===== config.mk =====
export PLATFORM = sky130hd
export DESIGN_NAME = lcd_serial_seq_flat
export DESIGN_NICKNAME = d
export VERILOG_FILES = /design/src/rtl/lcd_serial_seq_if.sv /design/src/rtl/lcd_serial_seq.sv /design/src/flat_wrapper.sv
export SDC_FILE = /design/constraint.sdc
export NUM_CORES = 1
export LEC_CHECK = 0
export ABC_AREA = 1
export BUFFER_PORTS_ARGS = -buffer_cell sky130_fd_sc_hd__buf_2
export CAP_MARGIN = 30
export CORE_MARGIN = 5
export CORE_UTILIZATION = 50
export DETAILED_ROUTE_END_ITERATION = 8
export PLACE_DENSITY = 0.69
export RECOVER_POWER = 50
export SYNTH_ARGS = -nofsm -noshare
export SYNTH_HDL_FRONTEND = slang
export SYNTH_SLANG_ARGS = --single-unit

===== constraint.sdc =====
create_clock -name wb_clk_i -period 3.5 [get_ports wb_clk_i]
set_input_delay 0.175 -clock wb_clk_i [delete_from_list [all_inputs] [get_ports wb_clk_i]]
set_output_delay 0.175 -clock wb_clk_i [all_outputs]
set_load 0.05 [all_outputs]

===== src/rtl/lcd_serial_seq_if.sv =====
`default_nettype none
// ============================================================================
// Module      : lcd_serial_seq_if
// Description : Host-side bundle for lcd_serial_seq. It carries the init-table
//               write port, the sequence length and restart request, the
//               ad-hoc word handshake, and the status flags.
//               master : host / controller side
//               slave  : lcd_serial_seq side
// Ports       : tbl_we_i, tbl_addr_i[AW], tbl_dat_i[WORD_W], tbl_len_i[AW+1],
//               start_i, cmd_valid_i, cmd_dat_i[WORD_W]  (host -> sequencer)
//               cmd_ready_o, busy_o, done_o, init_done_o  (sequencer -> host)
// Revision    : 1.0 - initial release
// ============================================================================
interface lcd_serial_seq_if #(
    parameter int WORD_W = 16,
    parameter int AW     = 5
);
    logic              tbl_we_i;
    logic [AW-1:0]     tbl_addr_i;
    logic [WORD_W-1:0] tbl_dat_i;
    logic [AW:0]       tbl_len_i;
    logic              start_i;
    logic              cmd_valid_i;
    logic [WORD_W-1:0] cmd_dat_i;
    logic              cmd_ready_o;
    logic              busy_o;
    logic              done_o;
    logic              init_done_o;

    modport master (
        output tbl_we_i, tbl_addr_i, tbl_dat_i, tbl_len_i,
        output start_i, cmd_valid_i, cmd_dat_i,
        input  cmd_ready_o, busy_o, done_o, init_done_o
    );

    modport slave (
        input  tbl_we_i, tbl_addr_i, tbl_dat_i, tbl_len_i,
        input  start_i, cmd_valid_i, cmd_dat_i,
        output cmd_ready_o, busy_o, done_o, init_done_o
    );
endinterface
`default_nettype wire


===== src/rtl/lcd_serial_seq.sv =====
`default_nettype none
// ============================================================================
// Module      : lcd_serial_seq
// Description : LCD panel bring-up sequencer. Holds the panel in reset,
//               waits for startup, then shifts a programmable table of
//               WORD_W-bit words out over a 3-wire serial link (scen/scl/sda).
//               Afterwards it accepts single ad-hoc words and table reruns.
// Ports       : wb_clk_i     - sole clock, rising edge
//               wb_rst_n_i   - asynchronous active-low reset
//               host         - lcd_serial_seq_if.slave (table, cmd, status)
//               lcd_rst_n_o  - panel reset (low active)
//               lcd_scen_o   - serial enable (low active)
//               lcd_scl_o    - serial clock, data sampled on rising edge
//               lcd_sda_o    - serial data
// Revision    : 1.0 - initial release
// ============================================================================
module lcd_serial_seq #(
    parameter int WORD_W      = 16,
    parameter int DEPTH       = 32,
    parameter int HALF_CYC    = 5000,
    parameter int RESET_CYC   = 1_000_000,
    parameter int STARTUP_CYC = 5_000_000,
    parameter int MSB_FIRST   = 1
) (
    input  wire logic         wb_clk_i,
    input  wire logic         wb_rst_n_i,
    lcd_serial_seq_if.slave   host,
    output logic              lcd_rst_n_o,
    output logic              lcd_scen_o,
    output logic              lcd_scl_o,
    output logic              lcd_sda_o
);

    // ------------------------------------------------------------------
    // Derived widths and terminal counts
    // ------------------------------------------------------------------
    localparam int c_AW      = $clog2(DEPTH);
    localparam int c_BW      = $clog2(WORD_W);
    localparam int c_CNT_MAX = (RESET_CYC > STARTUP_CYC)
                             ? ((RESET_CYC > HALF_CYC) ? RESET_CYC : HALF_CYC)
                             : ((STARTUP_CYC > HALF_CYC) ? STARTUP_CYC : HALF_CYC);
    localparam int c_CW      = $clog2(c_CNT_MAX + 1);

    localparam logic [c_CW-1:0] c_RESET_LAST = c_CW'(RESET_CYC - 1);
    localparam logic [c_CW-1:0] c_START_LAST = c_CW'(STARTUP_CYC - 1);
    localparam logic [c_CW-1:0] c_H_LAST     = c_CW'(HALF_CYC - 1);
    localparam logic [c_BW-1:0] c_BIT_LAST   = c_BW'(WORD_W - 1);
    localparam logic [c_AW:0]   c_DEPTH_LEN  = (c_AW + 1)'(DEPTH);

    localparam logic [3:0] c_S_RESET_HOLD = 4'd0;
    localparam logic [3:0] c_S_STARTUP    = 4'd1;
    localparam logic [3:0] c_S_IDLE       = 4'd2;
    localparam logic [3:0] c_S_LOAD       = 4'd3;
    localparam logic [3:0] c_S_SETUP      = 4'd4;
    localparam logic [3:0] c_S_CLK_LO     = 4'd5;
    localparam logic [3:0] c_S_CLK_HI     = 4'd6;
    localparam logic [3:0] c_S_HOLD       = 4'd7;
    localparam logic [3:0] c_S_GAP        = 4'd8;

    // ------------------------------------------------------------------
    // Registers and wires
    // ------------------------------------------------------------------
    logic [3:0]        r_state;
    logic [3:0]        w_state_nxt;
    logic [c_CW-1:0]   r_cnt;
    logic [c_BW-1:0]   r_bit;
    logic [WORD_W-1:0] r_shift;
    logic [c_AW:0]     r_idx;
    logic [c_AW:0]     r_len;
    logic              r_seq;        // 1: current word belongs to a table sequence
    logic              r_done;
    logic              r_init_done;

    logic [WORD_W-1:0] r_mem [DEPTH];

    logic              w_phase_end;
    logic              w_seq_start;
    logic              w_seq_done;
    logic              w_cmd_acc;
    logic              w_idx_adv;
    logic [c_AW:0]     w_idx_inc;
    logic [c_AW:0]     w_len_clamp;
    logic              w_cur_bit;

    assign w_phase_end = (r_cnt == c_H_LAST);
    assign w_idx_inc   = r_idx + (c_AW + 1)'(1);
    assign w_len_clamp = (host.tbl_len_i > c_DEPTH_LEN) ? c_DEPTH_LEN : host.tbl_len_i;
    assign w_cur_bit   = (MSB_FIRST != 0) ? r_shift[WORD_W-1] : r_shift[0];

    // ------------------------------------------------------------------
    // Init table: written in every state and deliberately not reset, so a
    // panel reset replays the same contents.
    // ------------------------------------------------------------------
    always_ff @(posedge wb_clk_i) begin
        if (host.tbl_we_i) begin
            r_mem[host.tbl_addr_i] <= host.tbl_dat_i;
        end
    end

    // ------------------------------------------------------------------
    // FSM: state register
    // ------------------------------------------------------------------
    always_ff @(posedge wb_clk_i or negedge wb_rst_n_i) begin
        if (!wb_rst_n_i) begin
            r_state <= c_S_RESET_HOLD;
        end else begin
            r_state <= w_state_nxt;
        end
    end

    // ------------------------------------------------------------------
    // FSM: next-state logic and sequencing strobes
    // ------------------------------------------------------------------
    always_comb begin
        w_state_nxt = r_state;
        w_seq_start = 1'b0;
        w_seq_done  = 1'b0;
        w_cmd_acc   = 1'b0;
        w_idx_adv   = 1'b0;
        case (r_state)
            c_S_RESET_HOLD: begin
                if (r_cnt == c_RESET_LAST) begin
                    w_state_nxt = c_S_STARTUP;
                end
            end
            c_S_STARTUP: begin
                if (r_cnt == c_START_LAST) begin
                    w_seq_start = 1'b1;
                    if (w_len_clamp == '0) begin
                        w_seq_done  = 1'b1;
                        w_state_nxt = c_S_IDLE;
                    end else begin
                        w_state_nxt = c_S_LOAD;
                    end
                end
            end
            c_S_IDLE: begin
                // A restart has priority over a word offered in the same cycle
                if (host.start_i) begin
                    w_seq_start = 1'b1;
                    if (w_len_clamp == '0) begin
                        w_seq_done = 1'b1;
                    end else begin
                        w_state_nxt = c_S_LOAD;
                    end
                end else if (host.cmd_valid_i && r_init_done) begin
                    w_cmd_acc   = 1'b1;
                    w_state_nxt = c_S_LOAD;
                end
            end
            c_S_LOAD: begin
                w_state_nxt = c_S_SETUP;
            end
            c_S_SETUP: begin
                if (w_phase_end) begin
                    w_state_nxt = c_S_CLK_LO;
                end
            end
            c_S_CLK_LO: begin
                if (w_phase_end) begin
                    w_state_nxt = c_S_CLK_HI;
                end
            end
            c_S_CLK_HI: begin
                if (w_phase_end) begin
                    w_state_nxt = (r_bit == c_BIT_LAST) ? c_S_HOLD : c_S_CLK_LO;
                end
            end
            c_S_HOLD: begin
                if (w_phase_end) begin
                    w_state_nxt = c_S_GAP;
                end
            end
            c_S_GAP: begin
                if (w_phase_end) begin
                    if (r_seq) begin
                        w_idx_adv = 1'b1;
                        if (w_idx_inc < r_len) begin
                            w_state_nxt = c_S_LOAD;
                        end else begin
                            w_seq_done  = 1'b1;
                            w_state_nxt = c_S_IDLE;
                        end
                    end else begin
                        w_state_nxt = c_S_IDLE;
                    end
                end
            end
            default: begin
                w_state_nxt = c_S_RESET_HOLD;
            end
        endcase
    end

    // ------------------------------------------------------------------
    // Datapath: phase counter, bit counter, shift register, table index
    // ------------------------------------------------------------------
    always_ff @(posedge wb_clk_i or negedge wb_rst_n_i) begin
        if (!wb_rst_n_i) begin
            r_cnt       <= '0;
            r_bit       <= '0;
            r_shift     <= '0;
            r_idx       <= '0;
            r_len       <= '0;
            r_seq       <= 1'b0;
            r_done      <= 1'b0;
            r_init_done <= 1'b0;
        end else begin
            // Counter restarts on every state change; parked at 0 in IDLE
            if ((w_state_nxt != r_state) || (r_state == c_S_IDLE)) begin
                r_cnt <= '0;
            end else begin
                r_cnt <= r_cnt + c_CW'(1);
            end

            r_done <= w_seq_done;
            if (w_seq_done) begin
                r_init_done <= 1'b1;
            end

            if (w_seq_start) begin
                r_len <= w_len_clamp;
                r_idx <= '0;
                r_seq <= 1'b1;
            end else if (w_cmd_acc) begin
                r_seq   <= 1'b0;
                r_shift <= host.cmd_dat_i;
            end

            if (w_idx_adv) begin
                r_idx <= w_idx_inc;
            end

            // The table word is captured here, so later writes to the
            // same entry cannot disturb the word on the wire.
            if (r_state == c_S_LOAD) begin
                r_bit <= '0;
                if (r_seq) begin
                    r_shift <= r_mem[r_idx[c_AW-1:0]];
                end
            end else if ((r_state == c_S_CLK_HI) && w_phase_end && (r_bit != c_BIT_LAST)) begin
                // No shift after the final bit: HOLD keeps the last bit on sda
                r_bit <= r_bit + c_BW'(1);
                if (MSB_FIRST != 0) begin
                    r_shift <= {r_shift[WORD_W-2:0], 1'b0};
                end else begin
                    r_shift <= {1'b0, r_shift[WORD_W-1:1]};
                end
            end
        end
    end

    // ------------------------------------------------------------------
    // FSM: outputs
    // ------------------------------------------------------------------
    always_comb begin
        lcd_rst_n_o      = 1'b1;
        lcd_scen_o       = 1'b1;
        lcd_scl_o        = 1'b0;
        lcd_sda_o        = 1'b1;
        host.busy_o      = (r_state != c_S_IDLE);
        host.done_o      = r_done;
        host.init_done_o = r_init_done;
        host.cmd_ready_o = (r_state == c_S_IDLE) && r_init_done && !host.start_i;
        case (r_state)
            c_S_RESET_HOLD: begin
                lcd_rst_n_o = 1'b0;
            end
            c_S_LOAD: begin
                lcd_scen_o = 1'b0;
            end
            c_S_SETUP, c_S_CLK_LO, c_S_HOLD: begin
                lcd_scen_o = 1'b0;
                lcd_sda_o  = w_cur_bit;
            end
            c_S_CLK_HI: begin
                lcd_scen_o = 1'b0;
                lcd_scl_o  = 1'b1;
                lcd_sda_o  = w_cur_bit;
            end
            default: begin
                lcd_scen_o = 1'b1;
            end
        endcase
    end

endmodule
`default_nettype wire


===== src/flat_wrapper.sv =====
// flat-port wrapper written by rule: the top's interface ports become plain ports
module lcd_serial_seq_flat 
#(
    parameter int WORD_W      = 16,
    parameter int DEPTH       = 32,
    parameter int HALF_CYC    = 5000,
    parameter int RESET_CYC   = 1_000_000,
    parameter int STARTUP_CYC = 5_000_000,
    parameter int MSB_FIRST   = 1
)
  (wb_clk_i, wb_rst_n_i, lcd_rst_n_o, lcd_scen_o, lcd_scl_o, lcd_sda_o, host_tbl_we_i, host_tbl_addr_i, host_tbl_dat_i, host_tbl_len_i, host_start_i, host_cmd_valid_i, host_cmd_dat_i, host_cmd_ready_o, host_busy_o, host_done_o, host_init_done_o);
  lcd_serial_seq_if #(.WORD_W(WORD_W), .AW(5)) host_i ();
  input  wire logic wb_clk_i;
  input  wire logic wb_rst_n_i;
  output logic lcd_rst_n_o;
  output logic lcd_scen_o;
  output logic lcd_scl_o;
  output logic lcd_sda_o;
  input wire logic [$bits(host_i.tbl_we_i)-1:0] host_tbl_we_i;
  input wire logic [$bits(host_i.tbl_addr_i)-1:0] host_tbl_addr_i;
  input wire logic [$bits(host_i.tbl_dat_i)-1:0] host_tbl_dat_i;
  input wire logic [$bits(host_i.tbl_len_i)-1:0] host_tbl_len_i;
  input wire logic [$bits(host_i.start_i)-1:0] host_start_i;
  input wire logic [$bits(host_i.cmd_valid_i)-1:0] host_cmd_valid_i;
  input wire logic [$bits(host_i.cmd_dat_i)-1:0] host_cmd_dat_i;
  output wire logic [$bits(host_i.cmd_ready_o)-1:0] host_cmd_ready_o;
  output wire logic [$bits(host_i.busy_o)-1:0] host_busy_o;
  output wire logic [$bits(host_i.done_o)-1:0] host_done_o;
  output wire logic [$bits(host_i.init_done_o)-1:0] host_init_done_o;
  assign host_i.tbl_we_i = host_tbl_we_i;
  assign host_i.tbl_addr_i = host_tbl_addr_i;
  assign host_i.tbl_dat_i = host_tbl_dat_i;
  assign host_i.tbl_len_i = host_tbl_len_i;
  assign host_i.start_i = host_start_i;
  assign host_i.cmd_valid_i = host_cmd_valid_i;
  assign host_i.cmd_dat_i = host_cmd_dat_i;
  assign host_cmd_ready_o = host_i.cmd_ready_o;
  assign host_busy_o = host_i.busy_o;
  assign host_done_o = host_i.done_o;
  assign host_init_done_o = host_i.init_done_o;
  lcd_serial_seq #(.WORD_W(WORD_W), .DEPTH(DEPTH), .HALF_CYC(HALF_CYC), .RESET_CYC(RESET_CYC), .STARTUP_CYC(STARTUP_CYC), .MSB_FIRST(MSB_FIRST)) u_core (.wb_clk_i(wb_clk_i), .wb_rst_n_i(wb_rst_n_i), .host(host_i), .lcd_rst_n_o(lcd_rst_n_o), .lcd_scen_o(lcd_scen_o), .lcd_scl_o(lcd_scl_o), .lcd_sda_o(lcd_sda_o));
endmodule

==> results of run 1 <==
[registers in the layout (all words and copies together), names as in the netlist]
signal / count
u_core.r_bit: 4
u_core.r_cnt: 23
u_core.r_shift: 16
u_core.host.done_o: 1
u_core.r_mem: 512
u_core.r_state: 4
u_core.r_len: 6
u_core.r_seq: 1
u_core.r_idx: 6
u_core.host.init_done_o: 1
[per-layer routing]
metal | vias to the layer above | part of all wire
li1 | 7306 | -
met5 | - | 0
met4 | 0 | 0.032
met3 | 113 | 0.089
met1 | 8030 | 0.40
met2 | 851 | 0.48
[through the flow]
stage | setup WS [ns] | utilization | cell area, sq um | instances | power, mW
floorplan | 0.648 | - | 23800 | 1968 | 7.75
global placement | 0.702 | 0.531 | 24800 | 2573 | 7.94
detailed placement | 0.684 | 0.532 | 24900 | 2576 | 7.95
finish | 0.682 | 0.574 | 26800 | 2705 | 13.4
global route | 0.329 | 0.574 | 26800 | 2705 | 13.8
CTS | 0.672 | 0.574 | 26800 | 2702 | 13.5
[cells in the final DEF, fill, tap and decap left out, drive strengths merged]
cell type and instances:
nand2 236, a21oi 105, nor3 13, buf 95
nand3 67, o211ai 13, bufinv 1, dlygate4sd3 28
edfxtp 512, o21ai 265, a31oi 3, xor2 20
clkinv 19, nor2 322, nor4 2, nand4 10
a211oi 2, inv 66, a21o 9, a22o 1
clkbuf 102, o21bai 1, o31ai 1, or2 11
o22ai 71, o21a 1, ha 8, clkinvlp 3
o221ai 46, dfrtp 62, xnor2 3
[timing repair]
| action | in CTS | in global routing |
|---|---|---|
| hold buffers | 27 | 1 |
| hold endpoints to repair | 62 | 6 |
| buffers inserted | 0 | 0 |
[cell families (layout without fill, tap and decap cells)]
logic type | after synthesis | in the layout | share of synthesized area
AND/OR/NAND/NOR | 661 | 661 | 0.119
flip-flops | 574 | 574 | 0.713
AO/OA/AOI/OAI | 518 | 518 | 0.123
buffers and inverters | 184 | 314 | 0.0329
XOR/XNOR | 23 | 23 | 0.00848
adder cells (fa/ha/maj) | 8 | 8 | 0.00421
[layout make-up]
| type | count | area (sq um) | area share |
|---|---|---|---|
| repair buffers | 146 | 1110 | 0.0414 |
| flip-flops and latches | 574 | 16900 | 0.631 |
| inverters | 69 | 265 | 0.00989 |
| clock inverters | 20 | 131 | 0.00490 |
| clock buffers | 79 | 1550 | 0.0578 |
| well taps | 607 | 759 | 0.0283 |
| multi-input cells | 1210 | 6080 | 0.227 |
[critical path: stages, from the launching register on]
cell	delay (ns)
dfrtp_4	0.53
ha_1	0.24
nand3_1	0.10
xor2_1	0.20
inv_1	0.07
ha_1	0.26
nand2_1	0.09
a21oi_1	0.05
nor2_1	0.11
nand3_1	0.08
nand2_1	0.07
nand3_1	0.06
nand3_1	0.12
nand2_1	0.07
nand2_1	0.06
nand2_1	0.08
nand2_4	0.38
nor2_1	0.08
[final timing paths]
kind,slack (ns),endpoint,cells after the start
max in group asynchronous,2.24,u_core.r_cnt[21]$_DFF_PN0_,4
min in group asynchronous,0.58,u_core.r_len[4]$_DFFE_PN0P_,3
min reg2reg,0.47,u_core.r_cnt[0]$_DFF_PN0_,1
min,0.009,u_core.r_shift[11]$_DFF_PN0_,4
max reg2reg,0.68,u_core.r_cnt[1]$_DFF_PN0_,17
max,0.68,u_core.r_cnt[1]$_DFF_PN0_,17
[report_power, final]
group          internal [mW]  total (mW)  switching (mW)
combinational         0.0601       0.272           0.212
clock                   3.14        5.60            2.46
sequential              7.55        7.57          0.0187
==> results.json, run 1 <==
{
  "hold_start": "host_cmd_dat_i[11]",
  "syn2layout_area_growth_pct": 12.9,
  "grt_max_degree": 101,
  "num-fill-cells": 3729,
  "grt_pass1_wl_mm": 97.0,
  "min_period_ns": 2.82,
  "worstSetupPathType": "reg -> reg",
  "dr.first_iter.drc_count": 1812,
  "async_flop_share": 0.108,
  "holdWs_ns": 0.00896,
  "die_area_sq_um": 52000,
  "syn_area_sq_um": 23800,
  "antenna_found_initial": 0,
  "synth-edff-count": 512,
  "drcViolationCount": 0,
  "grt_busiest_layer": "met2",
  "met3_usage": 0.0416,
  "synth_common_cells": "edfxtp_1, nor2_1, o21ai_0, nand2_1, a21oi_1",
  "yosys-top-cells-area": "edfxtp_1, dfrtp_1, o21ai_0",
  "grtUsageMet2": 0.388,
  "detail-route-antenna-nets": 0,
  "p_leak_nw": 9.13,
  "drv_cap": 16,
  "setup_viol": 0,
  "synth_most_common_cell": "edfxtp_1",
  "initial_core_util": 0.508,
  "powerDensity_nw_per_um2": 501,
  "maxSlewViolCount": 528,
  "drive_gt1_frac": 0.114,
  "insertion_delay_ns": 0.62,
  "track_usage": 0.239,
  "antenna_cells": 0,
  "finalSetupTns_ns": 0,
  "status": "finished with violations",
  "yosys.area.top_type_share": 0.647,
  "cp-start-kind": "flop",
  "first_global_vias": 16010,
  "synth_top_cell_by_area": "edfxtp_1",
  "rows": 79,
  "peakVddDrop_uv": 367,
  "rsz0062_at_grt": "false",
  "dieWidth_microns": 228,
  "ios": 56,
  "vias": 16300,
  "cts_buffers": 56,
  "cts_resized": 0,
  "syn_inst": 1968,
  "rr_startpoint": "u_core.r_idx[0]$_DFFE_PN0P_",
  "ys_seq_area_frac": 0.713,
  "hold_violations": 0,
  "cts_tree": "done",
  "dp_hpwl_mm": 36.3,
  "clockBufferDepth": 3,
  "nets": 2113,
  "drt-pass1-iter-count": 5,
  "post-route-period-util": 0.805,
  "cts-htree-levels": 2,
  "routed_via_density": 6.03,
  "ys_seq_elements": 574,
  "core_area_sq_um": 46800,
  "gp_congestion": 0.889,
  "routed_wl_mm": 63.4,
  "routedWlPerCell_microns": 23.4,
  "syn_avg_cell_area_sq_um": 12.1,
  "worstPathArrival_ns": 3.30,
  "ys_types": 39,
  "relSlewSlack": -0.228,
  "worst_pin_slew_ns": 1.84,
  "io_buffers": 55,
  "hold_class": "in -> reg",
  "synth_nets": 2024,
  "grt_use_met1": 0.331,
  "path_clk_slew_ns": 0.06,
  "violations": "capacitance limit, slew limit",
  "die_h_microns": 228,
  "crit_start": "u_core.r_idx[0]$_DFFE_PN0P_",
  "grt_overflow_total": 0,
  "fmax_mhz": 355,
  "cp.required_ns": 3.98,
  "yosys_warnings": 0,
  "cp-end-kind": "flop",
  "fin_skew_ns": 0.0316,
  "worstPathMaxFanout": 23,
  "cts_root_buf": "clkbuf_16",
  "clock_sinks": 574,
  "synthFlopType": "edfxtp_1"
}
Note: power is estimated with default switching activity, not from simulation.
==> run 2, diff against run 1 <==
==> constraint.sdc (replaced) <==
create_clock -name wb_clk_i -period 2.76 [get_ports wb_clk_i]
set_input_delay 0.138 -clock wb_clk_i [delete_from_list [all_inputs] [get_ports wb_clk_i]]
set_output_delay 0.138 -clock wb_clk_i [all_outputs]
set_load 0.05 [all_outputs]
==> run 2 against run 1 <==
  * The flow still finishes with violations (capacitance limit, slew limit)
  * First-iteration DRC count is 6.1% lower
  * Register-to-register slack worse by 0.49 ns
  * Largest cell class unchanged
  * Sequential power is 27% higher
==> results.json, run 2 (synthesis results as in run 1) <==
{
  "status": "finished with violations",
  "violations": "capacitance limit, slew limit",
  "finalSetupTns_ns": 0,
  "drt-pass1-iter-count": 5,
  "reg2reg_depth": 18,
  "clock_sinks": 574,
  "min_period_ns": 2.56,
  "rr_startpoint": "u_core.r_idx[0]$_DFFE_PN0P_",
  "dp.cells": 2595,
  "cts_tree": "done",
  "vias": 16087,
  "cpPeakStageDelay_ns": 0.48,
  "path_cells": "nand2_1 > inv_1 > nand4_1 > xor2_1 > inv_1 > ha_1 > a21o_1 > nor2_1 > nand3_1 > nand2_1 > nand3_1 > nand3_1 > nand2_1 > nand2_1 > nand2_1 > nand2_4 > buf_12 > nor2_1",
  "post-route-period-util": 0.929,
  "design_area_sq_um": 27100,
  "num-fill-cells": 3687,
  "reg_top3": "u_core.r_mem (512), u_core.r_cnt (23), u_core.r_shift (16)",
  "cp.required_ns": 3.25,
  "antenna_found_initial": 0,
  "rows": 79,
  "grt_pass1_wl_mm": 92.7,
  "routedWlPerCell_microns": 22.4,
  "initial_core_util": 0.508,
  "holdWs_ns": 0.0692,
  "worst_pin_slew_ns": 1.79,
  "grt_overflow_total": 0,
  "regMostFlops": "u_core.r_mem",
  "fin_skew_ns": 0.0142,
  "worstSetupPathType": "reg -> reg",
  "timing.final.ws_setup_ns": 0.197,
  "antenna_cells": 0,
  "final_common_cell": "edfxtp_1",
  "place_area_sq_um": 25100,
  "place_ws_ns": 0.156,
  "cts_buffers": 57,
  "crit_start": "u_core.r_idx[0]$_DFFE_PN0P_",
  "worstPathArrival_ns": 3.05,
  "die_area_sq_um": 52000,
  "cts-htree-levels": 2,
  "first_global_vias": 15667,
  "routed_via_density": 5.90,
  "detail-route-antenna-nets": 0,
  "syn2layout_area_growth_pct": 14.2,
  "peakVddDrop_uv": 436,
  "ios": 56,
  "io_buffers": 55,
  "cts_setup_buffers": 0,
  "hold_path_depth": 5,
  "clockBufferDepth": 3,
  "drv_cap": 16,
  "gp_congestion": 0.878,
  "final_cell_mix": "edfxtp_1, nor2_1, o21ai_0, nand2_1, a21oi_1",
  "drive_gt1_frac": 0.124,
  "nets": 2132,
  "cp_slowest_cell": "dfrtp_4",
  "hold_class": "in -> reg",
  "instances_no_fill": 2726,
  "powerDensity_nw_per_um2": 639,
  "grt_max_degree": 85,
  "crit_path_frequent_cell": "nand2_1",
  "cts_root_buf": "clkbuf_16",
  "insertion_delay_ns": 0.61,
  "path_clk_slew_ns": 0.06,
  "setup_viol": 0,
  "routed_wl_mm": 61.0,
  "cp-end-kind": "flop",
  "cp-start-kind": "flop",
  "drcViolationCount": 0,
  "track_usage": 0.228,
  "worstPathMaxFanout": 13,
  "rsz0062_at_grt": "false",
  "hold_violations": 0,
  "largest_reg_flops": 512,
  "fmax_mhz": 390,
  "fin_util": 0.580,
  "maxSlewViolCount": 528,
  "total_power_mw": 17.3,
  "core_area_sq_um": 46800,
  "dr.first_iter.drc_count": 1702,
  "die_h_microns": 228,
  "dp_hpwl_mm": 35.3,
  "dieWidth_microns": 228,
  "relSlewSlack": -0.196,
  "p_leak_nw": 9.30,
  "hold_start": "host_start_i"
}
run 2: cell count changes in the layout (fill, tap and decap cells not counted), sizes merged:
| cell | change |
|---|---|
| clkinv | +3 |
| buf | +18 |
| dlygate4sd3 | +1 |
| clkinvlp | -2 |
| clkbuf | -2 |
| bufinv | +3 |
run 2: area by class of cell:
type,instances,area [sq um],area share
sequential,574,16900,0.624
multi-input combinational,1210,6090,0.224
clock buffer,78,1540,0.0566
timing repair buffer,164,1320,0.0486
tap,607,759,0.0280
inverter,69,265,0.00978
clock inverter,24,230,0.00848
run 2: timing repair:
item                                   4_1_cts  5_1_grt
resized for setup                            0        6
hold buffers                                29        0
setup endpoints to repair                    0       20
endpoints found under the hold margin       85        0
run 2: metal layers:
metal  wire (microns)  global-route usage  vias to the layer above
met5                0                   0                        -
met4             1730              0.0756                        0
met3             4980              0.0400                       89
met2            28700               0.361                      691
met1            25700               0.325                     7953
li1                 -                   -                     7354
run 2: power by group:
part | switching, mW | leakage, nW | internal, mW | total, mW
logic | 0.261 | 3.11 | 0.0740 | 0.335
clock network | 3.17 | 0.858 | 4.25 | 7.41
registers | 0.0228 | 5.33 | 9.57 | 9.60
run 2: worst paths after layout:
path                                                end  slack, ns
hold reg to reg               u_core.r_cnt[0]$_DFF_PN0_       0.46
setup reg to reg             u_core.r_cnt[22]$_DFF_PN0_       0.20
min in group asynchronous      u_core.r_seq$_DFFE_PN0P_       0.53
setup / recovery             u_core.r_cnt[22]$_DFF_PN0_       0.20
max in group asynchronous    u_core.r_cnt[14]$_DFF_PN0_       1.30
hold / removal             u_core.host.done_o$_DFF_PN0_       0.07
run 2: worst max-delay path, delay by kind of cell, from the launching register on:
family	cells	cell delay [ns]
simple gates	12	0.99
flops	1	0.48
buf+inv	3	0.30
fa+ha+maj	1	0.30
xor+xnor	1	0.19
compound gates	1	0.17
